### src/rtl/uart_tx_fifo.sv
// Byte-buffered 8N1 UART transmitter: a small circular FIFO behind a valid/ready port,
// drained by a start/data/stop serializer running at a fixed baud rate.
module uart_tx_fifo #(
    parameter int unsigned CLK_FREQ_HZ = 100_000_000,
    parameter int unsigned BAUD        = 115_200,
    parameter int unsigned FIFO_DEPTH  = 8
) (
    input  logic                              clk,
    input  logic                              rst,
    input  logic [7:0]                        tx_data,
    input  logic                              tx_valid,
    output logic                              tx_ready,
    output logic                              txd,
    output logic                              busy,
    output logic [$clog2(FIFO_DEPTH+1)-1:0]   fifo_count,
    output logic                              overflow
);

    localparam int unsigned ClksPerBit = CLK_FREQ_HZ / BAUD;
    localparam int unsigned CntW       = (ClksPerBit > 1) ? $clog2(ClksPerBit) : 1;
    localparam int unsigned PtrW       = $clog2(FIFO_DEPTH);
    localparam int unsigned CountW     = $clog2(FIFO_DEPTH + 1);

    localparam logic [CntW-1:0]   BaudLast  = CntW'(ClksPerBit - 1);
    localparam logic [CountW-1:0] CountFull = CountW'(FIFO_DEPTH);

    typedef enum logic [1:0] {
        StIdle,
        StStart,
        StData,
        StStop
    } state_e;

    // FIFO storage and bookkeeping
    logic [7:0]        mem [FIFO_DEPTH];
    logic [PtrW-1:0]   wr_ptr_q, wr_ptr_d;
    logic [PtrW-1:0]   rd_ptr_q, rd_ptr_d;
    logic [CountW-1:0] count_q, count_d;
    logic              overflow_q;
    logic              wr_en;
    logic              pop;
    logic              fifo_empty;

    // Serializer state
    state_e            state_q, state_d;
    logic [CntW-1:0]   baud_q, baud_d;
    logic [2:0]        bit_q, bit_d;
    logic [7:0]        shift_q, shift_d;
    logic              txd_q, txd_d;

    assign tx_ready   = (count_q != CountFull);
    assign wr_en      = tx_valid && tx_ready;
    assign fifo_empty = (count_q == '0);

    assign fifo_count = count_q;
    assign overflow   = overflow_q;
    assign txd        = txd_q;
    assign busy       = (state_q != StIdle) || !fifo_empty;

    always_ff @(posedge clk) begin
        if (wr_en) begin
            mem[wr_ptr_q] <= tx_data;
        end
    end

    always_comb begin
        wr_ptr_d = wr_ptr_q;
        rd_ptr_d = rd_ptr_q;
        count_d  = count_q;
        if (wr_en) begin
            wr_ptr_d = wr_ptr_q + PtrW'(1);
        end
        if (pop) begin
            rd_ptr_d = rd_ptr_q + PtrW'(1);
        end
        if (wr_en && !pop) begin
            count_d = count_q + CountW'(1);
        end else if (!wr_en && pop) begin
            count_d = count_q - CountW'(1);
        end
    end

    always_ff @(posedge clk or negedge rst) begin
        if (!rst) begin
            wr_ptr_q   <= '0;
            rd_ptr_q   <= '0;
            count_q    <= '0;
            overflow_q <= 1'b0;
        end else begin
            wr_ptr_q   <= wr_ptr_d;
            rd_ptr_q   <= rd_ptr_d;
            count_q    <= count_d;
            overflow_q <= tx_valid && !tx_ready;
        end
    end

    // Pops only ever happen from idle or at the close of a stop bit, so frames chain
    // back-to-back with no idle cycle in between.
    always_comb begin
        state_d = state_q;
        baud_d  = baud_q;
        bit_d   = bit_q;
        shift_d = shift_q;
        txd_d   = txd_q;
        pop     = 1'b0;

        unique case (state_q)
            StIdle: begin
                txd_d = 1'b1;
                if (!fifo_empty) begin
                    pop     = 1'b1;
                    shift_d = mem[rd_ptr_q];
                    txd_d   = 1'b0;
                    baud_d  = '0;
                    state_d = StStart;
                end
            end
            StStart: begin
                if (baud_q == BaudLast) begin
                    baud_d  = '0;
                    txd_d   = shift_q[0];
                    bit_d   = 3'd0;
                    state_d = StData;
                end else begin
                    baud_d = baud_q + CntW'(1);
                end
            end
            StData: begin
                if (baud_q == BaudLast) begin
                    baud_d = '0;
                    if (bit_q == 3'd7) begin
                        txd_d   = 1'b1;
                        state_d = StStop;
                    end else begin
                        shift_d = shift_q >> 1;
                        txd_d   = shift_q[1];
                        bit_d   = bit_q + 3'd1;
                    end
                end else begin
                    baud_d = baud_q + CntW'(1);
                end
            end
            StStop: begin
                if (baud_q == BaudLast) begin
                    baud_d = '0;
                    if (!fifo_empty) begin
                        pop     = 1'b1;
                        shift_d = mem[rd_ptr_q];
                        txd_d   = 1'b0;
                        state_d = StStart;
                    end else begin
                        txd_d   = 1'b1;
                        state_d = StIdle;
                    end
                end else begin
                    baud_d = baud_q + CntW'(1);
                end
            end
            default: begin
                txd_d   = 1'b1;
                state_d = StIdle;
            end
        endcase
    end

    always_ff @(posedge clk or negedge rst) begin
        if (!rst) begin
            state_q <= StIdle;
            baud_q  <= '0;
            bit_q   <= 3'd0;
            shift_q <= 8'h00;
            txd_q   <= 1'b1;
        end else begin
            state_q <= state_d;
            baud_q  <= baud_d;
            bit_q   <= bit_d;
            shift_q <= shift_d;
            txd_q   <= txd_d;
        end
    end

endmodule
### config.mk
export PLATFORM = sky130hd
export DESIGN_NAME = uart_tx_fifo
export DESIGN_NICKNAME = d
export VERILOG_FILES = /design/src/rtl/uart_tx_fifo.sv
export SDC_FILE = /design/constraint.sdc
export NUM_CORES = 1
export LEC_CHECK = 0
export CAP_MARGIN = 10
export CORE_ASPECT_RATIO = 1.5
export CORE_MARGIN = 4
export CORE_UTILIZATION = 54
export DETAILED_ROUTE_END_ITERATION = 7
export HOLD_SLACK_MARGIN = 0.08
export PLACE_DENSITY_LB_ADDON = 0.15
export SYNTH_ARGS = -nofsm -noshare
export SYNTH_HDL_FRONTEND = slang
export SYNTH_SLANG_ARGS = --single-unit
export TNS_END_PERCENT = 5
### constraint.sdc
create_clock -name clk -period 2.5 [get_ports clk]
set_input_delay 0.375 -clock clk [delete_from_list [all_inputs] [get_ports clk]]
set_output_delay 0.375 -clock clk [all_outputs]
set_load 0.01 [all_outputs]
Word-level counts from Yosys, hierarchy flattened --
Memories as Yosys holds them, arrays and structs flattened. Index checks and enable logic that the tools add are counted.
Operators by class: multiplexer cells 32, $add $sub $neg 6, eq/ne operators 12, shift operators 0, $lt $le $gt $ge 0, multiply operators 0, divide/modulo/power cells 0, reduce and logical (&&, ||, !) cells 20, bitwise logic cells 0
Operator list (number):
- $mux W8 | 4
- $pmux W8 S3 | 1
- $mux W10 | 2
- $pmux W10 S2 | 1
- $ne A2 B2 Y1 const B | 6
- $add A10 B1 Y10 const B | 1
- $eq A10 B10 Y1 const B | 1
- $mux W1 | 10
- $mux W2 | 5
- $add A3 B1 Y3 const B | 3
- $mux W3 | 3
- $mux W4 | 2
- $pmux W2 S4 | 1
- $reduce_and A4 Y1 | 2
- $pmux W3 S2 | 1
- $reduce_bool A2 Y1 | 3
- $reduce_and A5 Y1 | 1
- $add A4 B1 Y4 const B | 1
- $eq A2 B2 Y1 const B | 2
- $logic_and A1 B1 Y1 | 4
- $logic_not A1 Y1 | 4
- $logic_not A4 Y1 | 1
- $ne A4 B4 Y1 const B | 1
- $pmux W1 S4 | 1
- other kinds (9) | 9
Word-level totals: bits in registers 35, ROM bits 0, latch bits 0, bits of input ports 11, RAM bits 64, memories kept 1, word-level logic and storage cells 80, output and inout bits 8
Memories:
- mem | depth 8, width 8, rd ports 1, clocked after Yosys merged registers in 0, wr ports 1, line 35 | logic [7:0] mem [FIFO_DEPTH];

Logic depth before layout (Yosys ltp) --
depth after elaboration 7, gate-level depth with buffers 13, depth with buffers taken out 13

Worst setup path before layout --
OpenSTA, ideal clock, no wires.
path kind reg2reg, start point register baud_q[0], end point register count_q[3] (netlist: fifo_count[3]), data arrival time 2.411 ns, buffers on the path 0, path slack -0.042 ns, clock period less this slack 2.542 ns, data required time 2.369 ns, library setup time 0.131 ns, cell stages (with the launch flop) 14, path through dfrtp_1 ha_1 and4b_2 a41oi_1 nor3_2 inv_1 ha_1 inv_1 ha_1 a21o_2 a21oi_1 xnor2_1 nor2_1 xor2_1
On the way: longest elaborated chain between the ends 6, elaborated cells on any way between the ends 8, those cells by class eq/ne (1); mux (3); reduce/logical (4)
Ends and longest elaborated chain:
- from (decl) | line 46 | logic [CntW-1:0] baud_q, baud_d;
- from (signal assigned) | line 175 | baud_q <= baud_d;
- $eq A10 B10 Y1 (*) | line 144 | if (baud_q == BaudLast) begin
- $mux W1 (*) | line 144
- $pmux W1 S2 (*) | line 107 | unique case (state_q)
- $logic_not A1 Y1 | line 76 | if (wr_en && !pop) begin
- $logic_and A1 B1 Y1 | line 76
- $mux W4 / $reduce_bool A2 Y1 (equally long branches)
- to (signal assigned) | line 92 | count_q <= count_d;
- to (decl) | line 38 | logic [CountW-1:0] count_q, count_d;
Every way passes the cells marked *; elsewhere a longest branch is shown, timed or not. A chain may end at the register's enable or synchronous reset.

Worst setup path after layout --
start point register count_q[0] (netlist: fifo_count[0]), end point output busy
On the way: longest elaborated chain between the ends 3
Ends and longest elaborated chain:
- $logic_not A4 Y1 | line 53 | assign fifo_empty = (count_q == '0);
- $logic_not A1 Y1
- $logic_or A1 B1 Y1 | line 58 | assign busy = (state_q != StIdle) || !fifo_empty;
- to (decl) | line 14 | output logic busy,
No other way between the ends.

==> flow_summary.json <==
{
  "status": "finished clean",
  "num_rows": 39,
  "wl_per_cell_um": 17.8,
  "comb_power_share_pct": 16.1,
  "peakVddDrop_v": 0.000606,
  "vias": 2425,
  "critPathKind": "flip-flop to primary output",
  "synth.area.top_cells": "edfxtp_1 44%, dfrtp_1 20%, mux4_2 8.3%, ha_1 3.7%, nand2_1 2.7%",
  "ys_warn_count": 0,
  "holdWs_ns": 0.454,
  "antenna_cells": 0,
  "ys_types": 45,
  "grt-ovfl-total": 0,
  "crit_required_ns": 2.12,
  "relSlewSlack_pct": 47.4,
  "synth_edf_count": 64,
  "ctsHoldBuffers": 0,
  "antenna_found_initial": 0,
  "grt_pass1_wl_um": 12600,
  "fin_cells": 436,
  "clock_latency_ns": 0.34,
  "clock_power_share_pct": 34.0,
  "syn_to_final_growth_pct": 17.1,
  "period_needed_ns": 2.39,
  "grt_pass1_vias": 2506,
  "hold_violations": 0,
  "path_clk_slew_ns": 0.07,
  "fin_ws_ns": 0.105,
  "clock_sinks": 99,
  "gp_congestion": 0.754,
  "ys_dominant_reg_cell": "edfxtp_1",
  "tightest_slew_ns": 0.788,
  "leakage_nw": 1.91,
  "drt_iter0_markers": 136,
  "ioPinCount": 19,
  "min_path_type": "input pin to asynchronous set/reset pin",
  "dp.cells": 419,
  "fmax_mhz": 418,
  "grtUsageMet3_pct": 2.30,
  "cp-start-kind": "flip-flop",
  "dieWidth_um": 81.4,
  "utilization_pct": 65.8,
  "path_cells": "nor4_4 -> buf_4 -> and2_1 -> inv_1 -> clkdlybuf4s50_1",
  "netlist_instances": 289,
  "synth_seq_cells": 99,
  "route.detailed.drc": 0,
  "max-cap-violations": 0,
  "port_buffers": 18,
  "synthesis.area_sq_mm": 0.00436,
  "ant_nets": 0,
  "synth_top_area_share_pct": 44.1,
  "core_sq_mm": 0.00776,
  "ys_seq_area_share_pct": 64.2,
  "power_density_mw_per_mm2": 832,
  "die_h_um": 118,
  "endpoint_kind": "primary output",
  "grt_use_met2_pct": 31.4,
  "drive_above_1_share_pct": 24.6,
  "first_pass_iters": 6,
  "die_area_sq_mm": 0.00960,
  "synth.net_count": 314,
  "clock_skew_ns": 0.00939,
  "yosysTopAreaCell": "edfxtp_1",
  "slowest_delay_ns": 0.48,
  "cts_root_buf": "clkbuf_16",
  "routed_wl_um": 7740,
  "htreeDepth": 3,
  "critPathMaxFanout": 6,
  "drv_slew": 0,
  "grt_max_degree": 36,
  "yosysMostFrequentCell": "edfxtp_1",
  "top_usage_layer": "met2",
  "p_switching_mw": 1.12,
  "cts-buffers-inserted": 9,
  "intPower_mw": 3.13,
  "cts_buffer_depth": 2,
  "ys_top_cells_by_count": "64 x edfxtp_1, 34 x dfrtp_1, 31 x nand2_1",
  "cts_tree": "built",
  "setup_viol": 0,
  "cp.arrival_ns": 2.02,
  "p_sw_share_pct": 26.3,
  "vias_per_cell": 5.56,
  "critPathSlowestCell": "clkdlybuf4s50_1",
  "pre_cts_ws_ns": 0.0688,
  "dp_hpwl_um": 5200,
  "postSynth.asyncResetShare_pct": 35.4,
  "initial_utilization_pct": 56.2,
  "finalNetCount": 354,
  "period_share_pct": 95.8,
  "use_met1_pct": 21.1,
  "syn_area_per_cell_sq_um": 15.1,
  "grt_usage_pct": 17.9,
  "power.share.sequential_pct": 49.9
}
worst paths after layout:
check,cells past startpoint,to,start,slack [ns]
worst max-delay path,5,busy,fifo_count[0],0.11
min in group clk,2,shift_q[2],shift_q[2],0.48
worst min register to register,2,shift_q[2],shift_q[2],0.48
worst max register to register,13,fifo_count[3],baud_q[1],0.11
max in group asynchronous,2,txd,rst,1.69
worst min-delay path,2,baud_q[6],rst,0.45
flip-flops by register name, indices dropped and copies added, names as in the netlist:
register and cells:
rd_ptr_q 3, overflow 1, txd 1, wr_ptr_q 3
shift_q 8, bit_q 3, mem 64, fifo_count 4
baud_q 10, state_q 2
kinds of logic (layout without fill, tap and decap cells):
group	count (synthesis)	after routing	share of synthesized area, %
multiplexers	29	29	11.4
adder cells (fa/ha/maj)	14	14	4.19
AO/OA/AOI/OAI	34	34	5.31
XOR/XNOR	16	16	3.22
buffers and inverters	17	62	2.33
AND/OR/NAND/NOR	80	80	9.33
flip-flops	99	99	64.2
power by group through the flow:
stage / logic (mW) / registers [mW] / clock network [mW]
2_1_floorplan: 0.386 / 2.13 / 0
3_3_place_gp: 0.669 / 2.14 / 0
3_5_place_dp: 0.687 / 2.15 / 0
4_1_cts: 0.689 / 2.12 / 1.48
5_1_grt: 0.756 / 2.15 / 1.55
6_report: 0.685 / 2.12 / 1.44
critical path, delay by kind of cell, from the launching register on:
family | cells | cell delay [ns]
simple gates | 2 | 0.46
buf+inv | 3 | 0.75
flops | 1 | 0.47
metrics by stage:
stage / power, mW / TNS (ns) / cell area (sq um)
3_5_place_dp: 2.84 / 0 / 4760
3_3_place_gp: 2.81 / 0 / 4760
5_1_grt: 4.46 / -0.0246 / 5100
6_report: 4.25 / 0 / 5100
2_1_floorplan: 2.52 / 0 / 4370
4_1_cts: 4.28 / 0 / 5080
cells in the final DEF, fill, tap and decap left out, drive strengths merged, types with 2 or more instances in the layout:
master          n
edfxtp         64
a21o            2
nor2           22
xor2            8
nand2          31
a22o            2
o211ai          2
o21ai          17
a21oi           3
nand3           5
nor3            6
dfrtp          34
o31ai           2
clkbuf          9
a31oi           2
buf            22
nor4            2
clkdlybuf4s50  18
inv            10
mux2i           8
nand4           3
mux2            5
ha             13
nand2b          3
xnor2           8
mux4           16
and3            2
and2            3
per-layer routing:
layer  vias to the layer above  share of wire, %  wire [um]
met2                        32                56       4350
li1                       1157                 -          -
met1                      1230                40       3100
met5                         -                 0          0
met3                         6               2.6        199
met4                         0               1.2         94
final cells by class:
type	count	area [sq um]
clock buffer	9	225
inverter	6	25.0
multi-input combinational	173	1480
tap	102	128
clock inverter	7	93.8
fill	545	2650
sequential	99	2800
timing repair buffer	40	345
timing repair:
item                                    4_1_cts  5_1_grt
buffers inserted                              0        1
gates resized for setup                       0        7
endpoints found under the setup margin        0        2
Note: power is estimated with default switching activity, not from simulation.
